$ cat src/rtl/fp_div_pkg.sv
// Shared constants and state encoding for the mantissa divider.
package fp_div_pkg;

  // Fraction width of IEEE-754 single precision.
  localparam int unsigned FracWidth = 23;
  // Quotient width: one bit per dividend bit of {ma, (L+1)'b0}.
  localparam int unsigned QuotWidth = 2 * FracWidth + 2;
  // Iteration counter width.
  localparam int unsigned CntWidth  = $clog2(QuotWidth);

  typedef enum logic [1:0] {
    StIdle,
    StRun,
    StDone
  } state_e;

endpackage

$ cat src/rtl/fp_div_step.sv
// One restoring-division iteration: shift in a dividend bit, compare, conditionally subtract.
module fp_div_step #(
  parameter int unsigned L = 23
) (
  input  logic [L:0] r,
  input  logic       dbit,
  input  logic [L:0] mb,
  output logic [L:0] r_next,
  output logic       q_bit
);

  logic [L+1:0] t;

  // t < 2*mb always, so t - mb fits in L+1 bits and the truncated subtract is exact.
  always_comb begin
    t = {r, dbit};
    if (t >= {1'b0, mb}) begin
      r_next = t[L:0] - mb;
      q_bit  = 1'b1;
    end else begin
      r_next = t[L:0];
      q_bit  = 1'b0;
    end
  end

endmodule

$ cat src/rtl/fp_mantissa_divider.sv
// Iterative radix-2 restoring mantissa divider, one quotient bit per clock.
module fp_mantissa_divider
  import fp_div_pkg::*;
#(
  parameter int unsigned L = fp_div_pkg::FracWidth
) (
  input  logic           clk,
  input  logic           rst,
  input  logic           start,
  input  logic [L:0]     ma,
  input  logic [L:0]     mb,
  output logic           busy,
  output logic           done,
  output logic [2*L+1:0] quotient,
  output logic [L:0]     remainder,
  output logic           sticky,
  output logic           div_by_zero
);

  localparam int unsigned Qw = 2 * L + 2;
  localparam int unsigned Cw = $clog2(Qw);
  localparam logic [Cw-1:0] LastCnt = Cw'(Qw - 1);

  state_e        state_q;
  logic [Cw-1:0] cnt_q;
  // Dividend significand; the low L+1 zero bits of D are shifted in behind it.
  logic [L:0]    dvd_q;
  logic [L:0]    div_q;
  // Partial remainder; its top bit is always zero after a step, so L+1 bits are stored.
  logic [L:0]    r_q;
  logic [L:0]    r_next;
  logic          q_bit;
  logic          accept;

  assign accept = start & ~busy;

  fp_div_step #(
    .L(L)
  ) u_step (
    .r     (r_q),
    .dbit  (dvd_q[L]),
    .mb    (div_q),
    .r_next(r_next),
    .q_bit (q_bit)
  );

  // Control FSM with registered handshake and result outputs.
  always_ff @(posedge clk or posedge rst) begin
    if (rst) begin
      state_q     <= StIdle;
      cnt_q       <= '0;
      dvd_q       <= '0;
      div_q       <= '0;
      r_q         <= '0;
      busy        <= 1'b0;
      done        <= 1'b0;
      quotient    <= '0;
      remainder   <= '0;
      sticky      <= 1'b0;
      div_by_zero <= 1'b0;
    end else begin
      done <= 1'b0;
      unique case (state_q)
        StIdle, StDone: begin
          if (accept) begin
            if (mb == '0) begin
              state_q     <= StDone;
              done        <= 1'b1;
              quotient    <= '1;
              remainder   <= '0;
              sticky      <= 1'b1;
              div_by_zero <= 1'b1;
            end else begin
              state_q     <= StRun;
              busy        <= 1'b1;
              r_q         <= '0;
              cnt_q       <= '0;
              dvd_q       <= ma;
              div_q       <= mb;
              quotient    <= '0;
              div_by_zero <= 1'b0;
            end
          end else begin
            state_q <= StIdle;
          end
        end
        StRun: begin
          r_q      <= r_next;
          quotient <= {quotient[Qw-2:0], q_bit};
          dvd_q    <= {dvd_q[L-1:0], 1'b0};
          cnt_q    <= cnt_q + 1'b1;
          if (cnt_q == LastCnt) begin
            state_q   <= StDone;
            busy      <= 1'b0;
            done      <= 1'b1;
            remainder <= r_next;
            sticky    <= |r_next;
          end
        end
        default: state_q <= StIdle;
      endcase
    end
  end

endmodule

$ cat config.mk
export PLATFORM = sky130hd
export DESIGN_NAME = fp_mantissa_divider
export DESIGN_NICKNAME = d
export VERILOG_FILES = /design/src/rtl/fp_div_pkg.sv /design/src/rtl/fp_div_step.sv /design/src/rtl/fp_mantissa_divider.sv
export SDC_FILE = /design/constraint.sdc
export NUM_CORES = 1
export LEC_CHECK = 0
export ABC_AREA = 0
export CELL_PAD_IN_SITES_DETAIL_PLACEMENT = 0
export CELL_PAD_IN_SITES_GLOBAL_PLACEMENT = 2
export CORE_MARGIN = 10
export CORE_UTILIZATION = 37
export CTS_CLUSTER_DIAMETER = 80
export DETAILED_ROUTE_END_ITERATION = 10
export PLACE_DENSITY = 0.91
export SKIP_LAST_GASP = 1
export SYNTH_ARGS = -nofsm -noshare
export SYNTH_HDL_FRONTEND = slang
export SYNTH_HIERARCHICAL = 1
export SYNTH_SLANG_ARGS = --single-unit
$ cat constraint.sdc
create_clock -name clk -period 8.2 [get_ports clk]
set_input_delay 1.64 -clock clk [delete_from_list [all_inputs] [get_ports clk]]
set_output_delay 1.64 -clock clk [all_outputs]
set_load 0.02 [all_outputs]
== Word-level counts from Yosys, hierarchy flattened ==
Index checks and enable logic that the tools add are counted.

* Multiplexer cells: 34
* Equal/unequal tests: 7
* Add/sub/neg operators: 2
* Bitwise operators: 3
* $lt $le $gt $ge: 1
* Reduce and logical (&&, ||, !) cells: 11

{| class="wikitable"
|+ Operators with widths
! kind !! number
|-
| $mux W24 || 8
|-
| $pmux W24 S2 || 3
|-
| $mux W48 || 2
|-
| $pmux W48 S2 || 1
|-
| $ge A25 B24 Y1 || 1
|-
| $logic_not A24 Y1 || 1
|-
| $reduce_or A24 Y1 || 1
|-
| $sub A24 B24 Y24 || 1
|-
| $mux W6 || 2
|-
| $pmux W6 S2 || 1
|-
| $mux W1 || 10
|-
| $ne A2 B2 Y1 const B || 4
|-
| $reduce_and A4 Y1 || 2
|-
| $add A6 B1 Y6 const B || 1
|-
| $eq A6 B6 Y1 const B || 1
|-
| $mux W2 || 3
|-
| $pmux W1 S2 || 3
|-
| $reduce_and A3 Y1 || 2
|-
| $pmux W2 S2 || 1
|-
| $reduce_and A2 Y1 || 2
|-
| $eq A2 B1 Y1 const B || 1
|-
| $eq A2 B2 Y1 const B || 1
|-
| $logic_not A2 Y1 || 1
|-
| $not A1 Y1 || 2
|-
| other kinds (3) || 3
|}

* Register bits after elaboration: 156

== Logic depth before layout (Yosys ltp) ==
* Depth after elaboration: 5
* Mapped depth: 16
* Gate-level depth less buffers: 14

== Hierarchy ==
Netlist, hierarchy kept.

{| class="wikitable"
|+ By module, submodules not included
! module !! cells an instance !! area each (µm²) !! instances
|-
| fp_mantissa_divider || 637 || 6885.4 || 1
|-
| fp_div_step || 252 || 1731.7 || 1
|}

== Worst setup path after synthesis ==
No wires, ideal clock.

* Path kind: reg2reg
* Start point: reg div_q[20]
* End point: reg sticky
* Stages on the path, launching flop included: 15
* Slack: 5121 ps
* Period minus slack after synthesis: 3079 ps
* Arrival: 2946 ps
* Buffers on the path: 2
* Setup time: 134 ps
* Cells stage by stage: dfrtp_1 inv_1 ha_1 buf_6 and3_4 nor3b_1 a311o_1 a311oi_1 a21boi_2 clkbuf_2 o21ai_0 nor4_1 nand3_1 a211oi_1 a2111oi_2

* Cells in the longest elaborated chain, start to end: 5

{| class="wikitable"
|+ RTL lines
! what !! line !! source
|-
| from (decl) || fp_mantissa_divider.sv:28 || <nowiki>logic [L:0] div_q;</nowiki>
|-
| from (signal assigned) || fp_mantissa_divider.sv:79 || <nowiki>div_q <= mb;</nowiki>
|-
| $ge A25 B24 Y1 || fp_div_step.sv:17 || <nowiki>if (t >= {1'b0, mb}) begin</nowiki>
|-
| $mux W24 || fp_div_step.sv:17 ||
|-
| via r_next[8] || fp_mantissa_divider.sv:31 || <nowiki>logic [L:0] r_next;</nowiki>
|-
| $reduce_or A24 Y1 || fp_mantissa_divider.sv:97 || <nowiki>sticky <= |r_next;</nowiki>
|-
| $mux W1 || fp_mantissa_divider.sv:92 || <nowiki>if (cnt_q == LastCnt) begin</nowiki>
|-
| $pmux W1 S2 || fp_mantissa_divider.sv:63 || <nowiki>unique case (state_q)</nowiki>
|-
| to (signal assigned) || fp_mantissa_divider.sv:97 ||
|-
| to (decl) || fp_mantissa_divider.sv:16 || <nowiki>output logic sticky,</nowiki>
|}

The timed path passes the listed nets, and every way through them passes these cells. The select of a mux whose other input is x is not followed.
A chain may end at the register's enable or synchronous reset.

== Final worst setup path ==
* Start point: reg div_q[18]
* End point: reg sticky

The elaborated chain is that of the path after synthesis.

==> impl_metrics.csv <==
group,metric,value,unit
run_status,run_status,"finished, final reports clean",
timing,worst_slew_pin_slew,1070,ps
clock_network,clkSlewWorstSetupHoldPaths,70,ps
synthesis,synth_async_sr_flop_share,100,%
layout,final.fill_count,2164,
setup_path,worst-endpoint-arrival,4600,ps
routing,number_of_design_rule_violations_left_after_detail_routing,0,
power_and_ir_drop,pwr_density_cell,454,nW/um2
power_and_ir_drop,cellLeakagePower,4.76,nW
setup_path,critical_path.startpoint_type,"flip-flop",
clock_network,tritoncts,"yes",
power_and_ir_drop,power_frac_seq,25.6,%
power_and_ir_drop,design_power_total,0.00485,W
grt,global_route_wire_length_before_repair,41100,um
clock_network,clock_insertion_delay_worst_skew,430,ps
hold_path,hold_path.class,"reg -> reg",
setup_path,critical-path-max-stage-delay,530,ps
timing,finalCritPeriodShare,52.7,%
synthesis,synthDistinctLibCells,75,
synthesis,syn_inst,889,
timing,unrepaired_setup_endpoints_after_global_routing,"no",
place,dpl-instance-area,10100,um2
synthesis,synth.yosys.seq_area_share,45.3,%
timing,fin_skew,11.7,ps
clock_network,cts.path.max_buffers,2,
grt,grt_usage,16.7,%
setup_path,worstSetupStartpoint,"div_q[18]",
power_and_ir_drop,power.clock.fraction,17.4,%
clock_network,number_of_buffers_created_by_cts,17,
timing,final.hold.worst_slack,509,ps
synthesis,post-synth-top-area-cell,"dfrtp_1",
floorplanning,coreArea,22800,um2
synthesis,yosys_register_bits,156,
floorplanning,top_level_ports,127,
grt,overflow,0,
setup_path,critical_path_class,"reg -> reg",
synthesis,synth_top_area_share,45.3,%
synthesis,syn-mean-instance-area,9.69,um2
timing,max_freq,231,MHz
hold_path,hold_start,"div_by_zero",
synthesis,synthTopCellsByArea,"dfrtp_1 45%, a221o_1 5.1%, nand2_1 4.3%, ha_1 3.6%, mux2i_1 3.6%",
setup_path,critical-path-slowest-cell,"a21boi_4",
clock_network,holdBufCountCts,0,
floorplanning,floorplan.die_area,29800,um2
layout,layout-drive-gt1-share,8.38,%
power_and_ir_drop,p_switching,0.00224,W
routing,vias_per_cell,5.56,
clock_network,clock_sink_count,156,
setup_path,reg2reg_from,"div_q[18]",
synthesis,netlist_area,8620,um2
floorplanning,fp.dieW,173,um
layout,flow.area_growth_from_synthesis,24.0,%
grt,antenna_found_initial,0,
synthesis,synthMostInstantiatedCell,"dfrtp_1",
layout,antenna-diode-count,0,
job,drv.max_cap_violation_count,0,
setup_path,required,8480,ps
synthesis,number_of_enable_flip_flop_cells_after_synthesis,0,
synthesis,synth.top_cells.by_count,"156 x dfrtp_1, 99 x nand2_1, 63 x inv_1",
floorplanning,initial_core_util,37.8,%
place,buffer_ports.inserted,126,
synthesis,synth-main-ff-cell,"dfrtp_1",
routing,final_antenna_net_count,0,
clock_network,cts.htree.levels,4,
layout,design.final.nets,1054,
routing,via_count,7245,
timing,setup-tns-final,0,ps
routing,route.detailed.wl_per_inst,19.3,um
power_and_ir_drop,power.switching_fraction,46.1,%
routing,drt_wl_total,25200,um
grt,grt_max_degree,84,
timing,setup-violations-final,0,
clock_network,clk_root_buffer_cell,"clkbuf_16",
routing,drtIter0Drc,613,
power_and_ir_drop,power_report.internal_total,0.00261,W
clock_network,post_cts.resized_instances,0,
synthesis,yosysWarnings,6,
power_and_ir_drop,pwr-share-comb,57.0,%
layout,stdcell_area,10700,um2
setup_path,critical_path.cell_chain,"inv_1 > ha_1 > a21oi_2 > o21ai_0 > a311o_1 > a311oi_1 > a21boi_4 > buf_4 > o31ai_1 > buf_4 > nor4_1 > nand4_1 > a211oi_1 > a2111oi_2",
synthesis,synth_fp_nets,966,
floorplanning,row_cnt,55,
timing,slew_headroom,28.2,%
timing,maxSlewViolCount,0,
timing,layout_min_cycle_time,4320,ps
clock_network,postCtsSetupBuffers,0,
grt,grt_pass1_vias,7318,
setup_path,worst_setup_path_end_kind,"flip-flop",
power_and_ir_drop,ir_drop_worst_vdd,0.000194,V
timing,finalHoldViolations,0,
floorplanning,die_y,173,um
setup_path,max_fanout_on_critical_path,32,
layout,fin_util,46.9,%
place,place.gp.congestion,0.809,
routing,drt_pass1_iterations,5,
place,place.detailed.hpwl,16900,um
setup_path,cpMostUsedCell,"buf_4",
[worst paths after layout]
check,end,slack [ps],cells past startpoint
max in group asynchronous,r_q[4],5010,3
min in group asynchronous,quotient[22],1690,2
worst min register to register,div_by_zero,510,1
worst min-delay path,div_by_zero,510,1
worst max register to register,sticky,3880,14
worst max-delay path,sticky,3880,14
[power groups by stage]
stage	logic, W	registers [W]	clock network, W
2_1_floorplan	0.00198	0.00128	0
3_3_place_gp	0.00275	0.00125	0
3_5_place_dp	0.00277	0.00125	0
4_1_cts	0.00278	0.00124	0.000858
5_1_grt	0.00305	0.00128	0.000892
6_report	0.00277	0.00124	0.000844
[layout by cell type, fill, tap and decap left out, types with 6 or more instances in the layout]
| cell type | count |
|---|---|
| o311ai_0 | 23 |
| xor2_1 | 12 |
| inv_1 | 62 |
| o22ai_1 | 23 |
| a21o_1 | 10 |
| a2bb2oi_1 | 24 |
| nand2_1 | 98 |
| o21ai_0 | 25 |
| dfrtp_1 | 156 |
| nor4_1 | 6 |
| buf_4 | 14 |
| a211oi_1 | 6 |
| xnor2_1 | 8 |
| o21a_1 | 7 |
| mux2i_1 | 31 |
| clkdlybuf4s50_1 | 126 |
| nand4_1 | 22 |
| nand3_1 | 47 |
| nor3_1 | 10 |
| a21oi_1 | 52 |
| a221o_1 | 44 |
| o21ai_2 | 9 |
| clkbuf_16 | 17 |
| ha_1 | 25 |
| nor2_1 | 30 |
[kinds of logic (layout without fill, tap and decap cells)]
group / count (synthesis) / in the layout / synth area share [%]
fa+ha+maj: 26 / 26 / 3.86
compound gates: 263 / 263 / 23.3
buf+inv: 134 / 235 / 7.01
simple gates: 259 / 259 / 14.9
xor+xnor: 20 / 20 / 2.03
flops: 156 / 156 / 45.3
mux: 31 / 31 / 3.60
[routing by layer]
| metal | part of all wire, % | track usage (%) | vias up |
|---|---|---|---|
| met1 | 46 | 21.6 | 3598 |
| met2 | 47 | 26.7 | 152 |
| met3 | 5.5 | 5.03 | 20 |
| li1 | - | - | 3475 |
| met4 | 1.2 | 3.81 | 0 |
| met5 | 0 | 0 | - |
[sequential cells by signal, indices dropped and copies added (netlist names)]
name and count:
cnt_q 6, remainder 24, quotient 48, div_q 24, busy 1, div_by_zero 1, dvd_q 24, sticky 1
state_q 2, done 1, r_q 24
[final cells by class]
cell class	count	area [um2]	area share, %
Clock buffer	17	425	3.98
Clock inverter	15	210	1.97
Inverter	63	241	2.26
Multi-Input combinational cell	599	4150	38.8
Sequential cell	156	3900	36.5
Tap cell	313	392	3.66
Timing Repair Buffer	140	1370	12.8
[stage by stage]
stage	worst slack, ps	instances
floorplan	2350	889
global placement	3580	1271
detailed placement	3540	1271
CTS	3880	1303
global route	3440	1303
finish	3880	1303
[worst max-delay path, delay by kind of cell, from the launching register on]
family,cells,cell delay [ps]
AO/OA/AOI/OAI,8,2070
adder cells (fa/ha/maj),1,410
buffers and inverters,3,680
flip-flops,1,390
AND/OR/NAND/NOR,2,610
(Power assumes the default switching activity.)
